<file path="src/rtl/seq_sched_pkg.sv">
// Shared types, default sizes and helpers for the sequence-detector sequencer.
package seq_sched_pkg;

  localparam int unsigned DefWordW = 8;
  localparam int unsigned DefCntW  = 4;

  typedef enum logic [2:0] {
    StIdle  = 3'd0,
    StClr   = 3'd1,
    StShift = 3'd2,
    StDrain = 3'd3,
    StDone  = 3'd4
  } state_e;

  // Increment when inc is set, holding at max_val instead of wrapping.
  function automatic int unsigned sat_inc(input int unsigned val, input logic inc,
                                          input int unsigned max_val);
    if (inc && (val < max_val)) begin
      return val + 1;
    end
    return val;
  endfunction

endpackage

</file>
<file path="src/rtl/seq_sched_if.sv">
// Word-in / detector / result-out signal bundle of the sequencer.
interface seq_sched_if
  import seq_sched_pkg::*;
#(
  parameter int unsigned WORD_W = DefWordW,
  parameter int unsigned CNT_W  = DefCntW
) ();

  logic              word_valid;
  logic [WORD_W-1:0] word_data;
  logic              word_ready;
  logic              det_clr;
  logic              det_in;
  logic              det_out;
  logic              res_valid;
  logic              res_ready;
  logic [CNT_W-1:0]  res_count;
  logic              res_hit;

  modport master (
    output word_valid, word_data, det_out, res_ready,
    input  word_ready, det_clr, det_in, res_valid, res_count, res_hit
  );

  modport slave (
    input  word_valid, word_data, det_out, res_ready,
    output word_ready, det_clr, det_in, res_valid, res_count, res_hit
  );

endinterface

</file>
<file path="src/rtl/seq_sched_shreg.sv">
// Word shift register (MSB first) with bit index counter and last-bit flag.
module seq_sched_shreg #(
  parameter int unsigned WORD_W = 8,
  parameter int unsigned IdxW   = 3
) (
  input  logic              clk,
  input  logic              reset,
  input  logic              load_data_i,
  input  logic              load_idx_i,
  input  logic              shift_i,
  input  logic [WORD_W-1:0] data_i,
  output logic              msb_o,
  output logic [IdxW-1:0]   idx_o,
  output logic              last_o
);

  logic [WORD_W-1:0] shreg_q, shreg_d;
  logic [IdxW-1:0]   idx_q, idx_d;

  always_comb begin
    shreg_d = shreg_q;
    idx_d   = idx_q;
    if (load_data_i) begin
      shreg_d = data_i;
    end else if (shift_i) begin
      shreg_d = {shreg_q[WORD_W-2:0], 1'b0};
    end
    if (load_idx_i) begin
      idx_d = IdxW'(WORD_W - 1);
    end else if (shift_i && (idx_q != '0)) begin
      idx_d = idx_q - 1'b1;
    end
  end

  always_ff @(posedge clk) begin
    if (!reset) begin
      shreg_q <= '0;
      idx_q   <= '0;
    end else begin
      shreg_q <= shreg_d;
      idx_q   <= idx_d;
    end
  end

  assign msb_o  = shreg_q[WORD_W-1];
  assign idx_o  = idx_q;
  assign last_o = (idx_q == '0);

endmodule

</file>
<file path="src/rtl/seq_det_sched.sv">
// Sequencer feeding words bit-serially into a run detector and counting its hits per word.
// Optional SEQ_SCHED_CONT_EN: only the first word after reset clears the detector.
module seq_det_sched
  import seq_sched_pkg::*;
#(
  parameter int unsigned WORD_W = DefWordW,
  parameter int unsigned CNT_W  = DefCntW
) (
  input logic        clk,
  input logic        reset,
  seq_sched_if.slave bus
);

  localparam int unsigned IdxW   = $clog2(WORD_W);
  localparam int unsigned CntMax = (2 ** CNT_W) - 1;

  state_e           state_q, state_d;
  logic [CNT_W-1:0] count_q, count_d;
  logic             first_q, first_d;
  logic             load_data, load_idx, shift_en, sample_en;
  logic             msb, last;
  logic [IdxW-1:0]  idx;

  seq_sched_shreg #(
    .WORD_W (WORD_W),
    .IdxW   (IdxW)
  ) u_shreg (
    .clk         (clk),
    .reset       (reset),
    .load_data_i (load_data),
    .load_idx_i  (load_idx),
    .shift_i     (shift_en),
    .data_i      (bus.word_data),
    .msb_o       (msb),
    .idx_o       (idx),
    .last_o      (last)
  );

  always_ff @(posedge clk) begin
    if (!reset) begin
      state_q <= StIdle;
      count_q <= '0;
      first_q <= 1'b1;
    end else begin
      state_q <= state_d;
      count_q <= count_d;
      first_q <= first_d;
    end
  end

  always_comb begin
    state_d   = state_q;
    first_d   = first_q;
    load_data = 1'b0;
    load_idx  = 1'b0;
    unique case (state_q)
      StIdle: begin
        if (bus.word_valid) begin
          load_data = 1'b1;
`ifdef SEQ_SCHED_CONT_EN
          if (first_q) begin
            state_d = StClr;
          end else begin
            load_idx = 1'b1;
            state_d  = StShift;
          end
`else
          state_d = StClr;
`endif
        end
      end
      StClr: begin
        load_idx = 1'b1;
        first_d  = 1'b0;
        state_d  = StShift;
      end
      StShift: if (last) state_d = StDrain;
      StDrain: state_d = StDone;
      StDone:  if (bus.res_ready) state_d = StIdle;
      default: state_d = StIdle;
    endcase
  end

  // The detector answers one cycle late, so the first SHIFT cycle has nothing to sample.
  assign shift_en  = (state_q == StShift);
  assign sample_en = (shift_en && (idx != IdxW'(WORD_W - 1))) || (state_q == StDrain);

  always_comb begin
    count_d = count_q;
    if ((state_q == StIdle) && bus.word_valid) begin
      count_d = '0;
    end else if (sample_en) begin
      count_d = CNT_W'(sat_inc(32'(count_q), bus.det_out, CntMax));
    end
  end

  always_comb begin
    bus.word_ready = (state_q == StIdle);
    bus.res_valid  = (state_q == StDone);
    bus.det_in     = shift_en & msb;
    bus.det_clr    = (state_q == StClr) | ~reset;
    bus.res_count  = count_q;
    bus.res_hit    = (count_q != '0);
  end

endmodule

</file>
<file path="src/flat_wrapper.sv">
// flat-port wrapper written by rule: the top's interface ports become plain ports
module seq_det_sched_flat import seq_sched_pkg::*;
#(
  parameter int unsigned WORD_W = DefWordW,
  parameter int unsigned CNT_W  = DefCntW
)
  (clk, reset, bus_word_valid, bus_word_data, bus_det_out, bus_res_ready, bus_word_ready, bus_det_clr, bus_det_in, bus_res_valid, bus_res_count, bus_res_hit);
  seq_sched_if #(.WORD_W(WORD_W), .CNT_W(CNT_W)) bus_i ();
  input logic clk;
  input logic reset;
  input wire logic [$bits(bus_i.word_valid)-1:0] bus_word_valid;
  input wire logic [$bits(bus_i.word_data)-1:0] bus_word_data;
  input wire logic [$bits(bus_i.det_out)-1:0] bus_det_out;
  input wire logic [$bits(bus_i.res_ready)-1:0] bus_res_ready;
  output wire logic [$bits(bus_i.word_ready)-1:0] bus_word_ready;
  output wire logic [$bits(bus_i.det_clr)-1:0] bus_det_clr;
  output wire logic [$bits(bus_i.det_in)-1:0] bus_det_in;
  output wire logic [$bits(bus_i.res_valid)-1:0] bus_res_valid;
  output wire logic [$bits(bus_i.res_count)-1:0] bus_res_count;
  output wire logic [$bits(bus_i.res_hit)-1:0] bus_res_hit;
  assign bus_i.word_valid = bus_word_valid;
  assign bus_i.word_data = bus_word_data;
  assign bus_i.det_out = bus_det_out;
  assign bus_i.res_ready = bus_res_ready;
  assign bus_word_ready = bus_i.word_ready;
  assign bus_det_clr = bus_i.det_clr;
  assign bus_det_in = bus_i.det_in;
  assign bus_res_valid = bus_i.res_valid;
  assign bus_res_count = bus_i.res_count;
  assign bus_res_hit = bus_i.res_hit;
  seq_det_sched #(.WORD_W(WORD_W), .CNT_W(CNT_W)) u_core (.clk(clk), .reset(reset), .bus(bus_i));
endmodule
</file>
<file path="config.mk">
export PLATFORM = sky130hd
export DESIGN_NAME = seq_det_sched_flat
export DESIGN_NICKNAME = d
export VERILOG_FILES = /design/src/rtl/seq_sched_pkg.sv /design/src/rtl/seq_sched_if.sv /design/src/rtl/seq_sched_shreg.sv /design/src/rtl/seq_det_sched.sv /design/src/flat_wrapper.sv
export SDC_FILE = /design/constraint.sdc
export NUM_CORES = 1
export LEC_CHECK = 0
export ABC_AREA = 0
export CORE_ASPECT_RATIO = 1.5
export CORE_MARGIN = 2
export CORE_UTILIZATION = 30
export DETAILED_ROUTE_END_ITERATION = 16
export HOLD_SLACK_MARGIN = 0.03
export PLACE_DENSITY = 0.62
export SLEW_MARGIN = 20
export SYNTH_ARGS = -nofsm -noshare
export SYNTH_HDL_FRONTEND = slang
export SYNTH_HIERARCHICAL = 1
export SYNTH_SLANG_ARGS = --single-unit
</file>
<file path="constraint.sdc">
create_clock -name clk -period 2.2 [get_ports clk]
set_clock_uncertainty 0.2 [all_clocks]
set_input_delay 0.44 -clock clk [delete_from_list [all_inputs] [get_ports clk]]
set_output_delay 0.44 -clock clk [all_outputs]
set_load 0.02 [all_outputs]
</file>
Word-level counts from Yosys, hierarchy flattened
Index checks and enable logic that the tools add are counted.

Memory bits (read-only): 0. Bits of input ports: 13. Register bits after elaboration: 18. RAM bits: 0. Output and inout port bits: 9. Memories: 0. Latch bits: 0.

Equal/unequal tests: 8. Shift-type cells: 0. Reduce and logical (&&, ||, !) cells: 14. Add/subtract/negate cells: 2. Divide/modulo/power cells: 0. Multiply operators: 0. Magnitude comparators: 1. Bitwise operators: 3. Mux-type cells: 15.

Operators by type and width (count): $mux W8 (2); $mux W3 (5); $pmux W3 S5 (1); $eq A3 B2 Y1 const B (2); $logic_not A3 Y1 (2); $mux W1 (6); $ne A2 B2 Y1 const B (3); $add A4 B1 Y4 const B (1); $logic_and A1 B1 Y1 (4); $lt A4 B4 Y1 const B (1); $mux W4 (1); $reduce_bool A2 Y1 (2); $reduce_bool A4 Y1 (1); $eq A3 B1 Y1 const B (1); $eq A3 B3 Y1 const B (1); $ne A3 B3 Y1 const B (1); $reduce_and A3 Y1 (1); $reduce_bool A3 Y1 (1); $sub A3 B1 Y3 const B (1); $reduce_and A2 Y1 (1); $reduce_or A2 Y1 (1); $and A1 B1 Y1 (1); $logic_or A1 B1 Y1 (1); $not A1 Y1 (1); $or A1 B1 Y1 (1).

Depth between registers and ports, before layout
Gate-level depths: netlist of the first run.

Word-level depth: 6. Gate-level depth with buffers: 7. Depth with buffers taken out: 7.

Modules after synthesis
Netlist of the first run, hierarchy kept.

By module, submodules not included: seq_sched_shreg (area an instance 564.3 µm², seq. area each 220.2 µm², cells an instance 51, times used 1); seq_det_sched (area an instance 465.4 µm², seq. area each 140.1 µm², cells an instance 57, times used 1).

Worst setup path after synthesis of the first run
OpenSTA, ideal clock, no wires.

Kind: reg-to-reg. Start: reg u_core.state_q[0]. End: reg u_core.u_shreg.shreg_q[1]. Cell stages (with the launch flop): 7. Arrival: 1.754 ns. Path buffers: 2. Data required time: 1.884 ns. Path slack: 0.130 ns. Period minus slack after synthesis: 2.070 ns. Path through: dfxtp_1 > buf_2 > nor3_1 > and2_1 > clkbuf_1 > nand2b_1 > o211a_1.

Cells in the longest elaborated chain, start to end: 3. Elaborated cells between the ends (all ways): 5.

RTL lines: start: declaration (line seq_det_sched.sv:17) `state_e state_q, state_d;`; start signal: assignment (line seq_det_sched.sv:41) `state_q <= StIdle;`; start signal: assignment (line seq_det_sched.sv:45) `state_q <= state_d;`; $logic_not A3 Y1 *; via bus_word_ready (line flat_wrapper.sv:15) `output wire logic [$bits(bus_i.word_ready)-1:0] bus_word_ready;`; $mux W1 * (line seq_det_sched.sv:56) `unique case (state_q)`; via u_core.load_data (line seq_det_sched.sv:20) `logic load_data, load_idx, shift_en, sample_en;`; $mux W8 / $reduce_bool A2 Y1 (equally long branches); end signal: assignment (line seq_sched_shreg.sv:40) `shreg_q <= shreg_d;`; end: declaration (line seq_sched_shreg.sv:17) `logic [WORD_W-1:0] shreg_q, shreg_d;`.

The timed path passes the listed nets; every way through them passes the cells marked *. A chain may end at the register's enable or synchronous reset.

Worst setup path in the final report of the first run
Start: reg u_core.state_q[2]. End: out bus_res_valid.

Cells in the longest elaborated chain, start to end: 1.

RTL lines: $eq A3 B3 Y1 (line seq_det_sched.sv:99) `bus.res_valid = (state_q == StDone);`; end: declaration (line flat_wrapper.sv:18) `output wire logic [$bits(bus_i.res_valid)-1:0] bus_res_valid;`.

Every way passes these cells.

==> results of run 1 <==
## synthesized netlist by cell type (3+ instances only)
cell	number
dfxtp_1	18
ha_1	4
and3_1	5
inv_1	7
o211a_1	8
nor2_1	5
and2_1	3
nand3_1	3
nand2_1	3
nor3b_1	3
nand2b_1	9
mux2_2	7
## registers in the layout (all words and copies together), names as in the netlist
name and cells:
u_core/u_shreg/idx_o 3, u_core/state_q 3, u_core/u_shreg/shreg_q 8, u_core/bus.res_count 4
## cells by family after synthesis
logic type | count (synthesis) | share of synthesized area, %
multiplexers | 9 | 9.60
AO/OA/AOI/OAI | 17 | 14.3
XOR/XNOR | 2 | 1.70
buffers and inverters | 14 | 7.17
AND/OR/NAND/NOR | 44 | 27.3
flip-flops | 18 | 35.0
adder cells (fa/ha/maj) | 4 | 4.86
## what timing repair did
action	in CTS	in global routing
setup endpoints to repair	5	0
buffers inserted	0	0
resized for setup	6	0
## placed cells by master, fill, tap and decap left out, types with 3 or more instances in the layout
master            n
clkdlybuf4s50_1  16
nand3_1           3
inv_1             7
buf_4             5
dfxtp_1          18
ha_1              4
and2_1            3
dlygate4sd2_1     5
nand2_1           3
nand2b_1          9
clkbuf_8          4
and3_1            5
mux2_2            7
o211a_1           8
nor2_1            5
## area by class of cell
| cell class | count | area (um^2) |
|---|---|---|
| sequential | 18 | 360 |
| clock buffer | 4 | 55.1 |
| multi-input combinational | 76 | 601 |
| tap | 42 | 52.6 |
| timing repair buffer | 27 | 262 |
| inverter | 7 | 26.3 |
| fill | 347 | 1990 |
## power by group
part,switching (mW),internal (mW)
Combinational,0.321,0.362
Sequential,0.0648,0.421
Clock,0.111,0.159
Total,0.497,0.942
## worst max path at each step
stage                       from                        end  slack (ns)  cells past startpoint
6_report       u_core/state_q[2]              bus_res_valid        0.12                      3
5_1_grt        u_core/state_q[2]              bus_res_valid        0.04                      3
4_1_cts        u_core/state_q[2]              bus_res_valid        0.12                      3
3_5_place_dp               reset                bus_det_clr        0.02                      3
3_3_place_gp               reset                bus_det_clr        0.03                      3
2_1_floorplan  u_core/state_q[0]  u_core/u_shreg/shreg_q[1]        0.13                      6
## stage by stage
stage	utilization [%]	hold slack (ns)	instances	area, um^2
2_1_floorplan	-	0.305	108	1030
3_3_place_gp	38.9	0.268	170	1300
3_5_place_dp	38.9	0.280	170	1300
4_1_cts	40.5	0.308	174	1360
5_1_grt	40.5	0.328	174	1360
6_report	40.5	0.321	174	1360
## per-layer routing
metal	wire [um]	up-vias	share of wire (%)	global-route usage (%)
met5	0	-	0	0
met3	78	4	3.6	1.96
met1	867	402	40	12.6
li1	-	434	-	-
met4	21	0	0.98	3.51
met2	1180	20	55	23.5
==> run metrics, run 1 <==
CTS Buf Count=3; Leak=0.623 nW; ant diodes=0; unrepaired setup endpoints after global routing=no; Die X=51.8 um; Final nets=150; Max Cap Viol=0; CP top delay family=buffers and inverters; grt ovf=0; WS Path Type=flop to output port; DPL Wire Length=1620 um; vias in the first global route=847; reg2reg setup slack=0.22 ns; cts hold-fix bufs=0; I/O Pins=22; initial core utilization=30.7%; Skew-Pair Late Insertion Delay=0.25 ns; ys flop type=dfxtp_1; number of synthesized flops with an enable pin=0; clock root buffer=clkbuf_8; CTS Sinks=18; post-route setup TNS=0 ns; Total GRT Usage=11.9%; H-tree Lvls=1; sequential cell area fraction in the yosys report=35.0%; VDD IR max=0.532 mV; total die area=3930 um^2; Syn Nets=125; synthesized area per cell=9.53 um^2; Hold Startpoint=u_core/state_q[2]; CORE AREA=3350 um^2; Slew Limit Fails=0; DRT Pass-1 Iters=3; cell area after synthesis=1030 um^2; Yosys cell types=36; number of vias in the routed layout=860; Tcrit/Tclk final=94.6%; outcome=finished clean; final hold viol count=0; share of cells above drive strength 1=15.9%; endpoints failing setup=0; Critical Path AT=1.44 ns; RR Startpoint=u_core/state_q[0]; pre-CTS setup slack=0.0185 ns; RePlAce Congestion=0.671; largest net degree at the start of global routing=16; Required @ worst endpoint=1.56 ns; Hold Path Class=flop to flop; type of origin of the critical path=flop; synthesized instance count=108; worst-margin pin slew=0.444 ns; Synth Register Bits=18; maximum clock frequency=481 MHz; Hold Crit Endpoint=u_core/state_q[1]; final wirelength=2140 um; worst setup margin=0.119 ns; cell area power density=1060 nW/um^2; worst path bufs/invs=2; Reg2Reg Depth=4; CP Capture Type=output port; Buffers on Ports=21; first-pass GRT wire length=3550 um; Antenna Nets Post-Route=0; DR DRC count=0; Critical Path Fanout Max=5; Die Span Y=75.8 um; leading area contributor after synthesis=dfxtp_1; area growth from synthesis to layout=31.7%; Worst path slowest cell=dfxtp_1; post-synth top area share=35.0%; overall power=1.44 mW; worst hold path cell count=1; Reg clk slew, reported paths=0.07 ns; Final min period=2.08 ns; initial antenna violation count=0; slowest stage delay, CP=0.40 ns; floorplan row count=26; end of the worst register-to-register path=u_core/u_shreg/idx_o[2]; Area contributors post-synth=dfxtp_1 35%, o211a_1 7.8%, mux2_2 7.7%, nand2b_1 5.5%, ha_1 4.9%; relative slew slack=70.4%; crit-path cells=buf_4 -> nor3b_1 -> dlygate4sd2_1; clk buf depth=2; initial DRC count=23; CTS tree=done; vias per cell=4.94; wire per inst=12.3 um; Async SR Flop Fraction=0%; Ys Warns=6
Note: power is estimated with default switching activity, not from simulation.
==> run 2, diff against run 1 <==
CORE_MARGIN = not set   (was 2)
==> run 2 against run 1 <==
Compared with the run above:
- combinational power shrank 9.2%
- global-route usage grew 0.47 points
- hold slack gained 0.034 ns
- count of clock-buffer cells in the layout is the same
- critical path type unchanged
- cell count shrank 2.3%
- worst setup slack gained 0.040 ns
- core utilization grew 0.92 points
- critical path depth is the same
==> run metrics, run 2 (synthesis gave the netlist of run 1 again) <==
outcome=finished clean; vias per cell=4.97 (+0.57%); endpoints failing setup=0 (unchanged); RePlAce Congestion=0.726 (+8.2%); Die Span Y=73.8 um (-2.6%); worst setup margin=0.159 ns (+0.0401 ns); CP Capture Type=output port; Placed Cells=166 (-2.4%); largest net degree at the start of global routing=16 (unchanged); CTS Sinks=18 (unchanged); Largest Register=u_core/u_shreg/shreg_q; Reg clk slew, reported paths=0.07 ns (about the same); number of vias in the routed layout=845 (-1.7%); Switching Fraction=33.9% (-0.68 points); hold_ws=0.355 ns (+0.0340 ns); Final nets=148 (-1.3%); H-tree Lvls=1 (unchanged); Hold Path Class=flop to flop; Comb power frac=44.5% (-3.0 points); CTS tree=done; design area=1330 um^2 (-1.7%); DP Area=1280 um^2 (-1.3%); wire per inst=11.6 um (-5.7%); initial core utilization=32.0% (+1.2 points); floorplan row count=25 (-3.8%); clock root buffer=clkbuf_8; initial DRC count=13 (-43%); WS Path Type=flop to output port; CORE AREA=3220 um^2 (-3.8%); post-route setup TNS=0 ns (unchanged); relative slew slack=70.0% (-0.42 points); DPL Wire Length=1480 um (-8.4%); cell area power density=1050 nW/um^2 (-1.5%); area growth from synthesis to layout=29.5%; clock share of power=19.3% (+0.5 points); most frequent cells in the layout=18 x dfxtp_1, 16 x clkdlybuf4s50_1, 9 x nand2b_1, 8 x o211a_1; worst hold path cell count=1 (unchanged); Die X=49.8 um (-3.9%); Post-CTS Setup Inserts=0 (unchanged); Switch Pwr=472 uW (-5.0%); overall power=1.39 mW (-3.1%); most common cell after layout, fill and taps aside=dfxtp_1; clk buf depth=2 (unchanged); Skew-Pair Late Insertion Delay=0.25 ns (about the same); final hold viol count=0 (unchanged); first-pass GRT wire length=3440 um (-3.3%); DR DRC count=0 (unchanged); Critical Path Fanout Max=12 (+7); VDD IR max=0.468 mV (-12%); type of origin of the critical path=flop; Required @ worst endpoint=1.56 ns (about the same); pre-CTS setup slack=0.00876 ns (-0.00974 ns); Non-Filler Instances=170 (-2.3%); Reg2Reg Depth=4 (unchanged); number of flip-flops in the largest register=8 (unchanged); grt ovf=0 (unchanged); Final min period=2.04 ns (-0.0401 ns); post-cts resize count=5 (-1); Antenna Nets Post-Route=0 (unchanged); Reg power frac=36.2% (+2.5 points); Critical Path AT=1.40 ns (-0.04 ns); worst-margin pin slew=0.450 ns (+0.00628 ns); Leak=0.609 nW (-2.3%); filler cell count=330 (-4.9%); maximum clock frequency=490 MHz (+2.0%); Pint=922 uW (-2.1%); Buffers on Ports=21 (unchanged); CTS Buf Count=3 (unchanged); DRT Pass-1 Iters=4 (+1); Slew Limit Fails=0 (unchanged); Tcrit/Tclk final=92.8% (-1.8 points); initial antenna violation count=0 (unchanged); total die area=3680 um^2 (-6.4%); share of cells above drive strength 1=13.8% (-2.1 points); final wirelength=1980 um (-7.9%); Finished Core Util=41.4% (+0.92 points); vias in the first global route=827 (-2.4%); ant diodes=0 (unchanged); unrepaired setup endpoints after global routing=no; cts hold-fix bufs=0 (unchanged); Max Cap Viol=0 (unchanged); Total GRT Usage=12.4% (+0.47 points); I/O Pins=22 (unchanged)
[run 2: cell types whose count changed in the layout (fill, tap and decap cells not counted), sizes merged]
cell  previous run  this run
buf              6         4
[run 2: area by class of cell]
class | instances | area (um^2) | area share (%)
clock buffers | 4 | 55.1 | 4.13
inverters | 7 | 26.3 | 1.97
multi-input cells | 76 | 596 | 44.7
flip-flops and latches | 18 | 360 | 27.0
well taps | 40 | 50.0 | 3.75
repair buffers | 25 | 246 | 18.5
[run 2: power groups by stage]
stage	clock [mW]	sequential, mW	combinational (mW)
6_report	0.270	0.504	0.620
5_1_grt	0.298	0.524	0.693
4_1_cts	0.281	0.506	0.631
3_5_place_dp	0	0.514	0.649
3_3_place_gp	0	0.507	0.631
2_1_floorplan	0	0.465	0.504
[run 2: critical path, stage by stage (launching register included)]
cell,delay (ns)
dfxtp_1,0.41
nor3b_1,0.27
nand2b_1,0.13
dlygate4sd2_1,0.33
[run 2: per-layer routing]
metal	part of all wire, %	global-route usage (%)
met1	42	12.0
met2	52	23.7
met3	3.7	2.07
met4	2.5	7.62
met5	0	0
[run 2: final timing paths]
path	startpoint	to	slack, ns
worst max-delay path	u_core/state_q[1]	bus_det_clr	0.16
worst min-delay path	u_core/u_shreg/idx_o[2]	u_core/u_shreg/idx_o[2]	0.36
worst max register to register	u_core/state_q[2]	u_core/u_shreg/idx_o[2]	0.20
worst min register to register	u_core/u_shreg/idx_o[2]	u_core/u_shreg/idx_o[2]	0.36
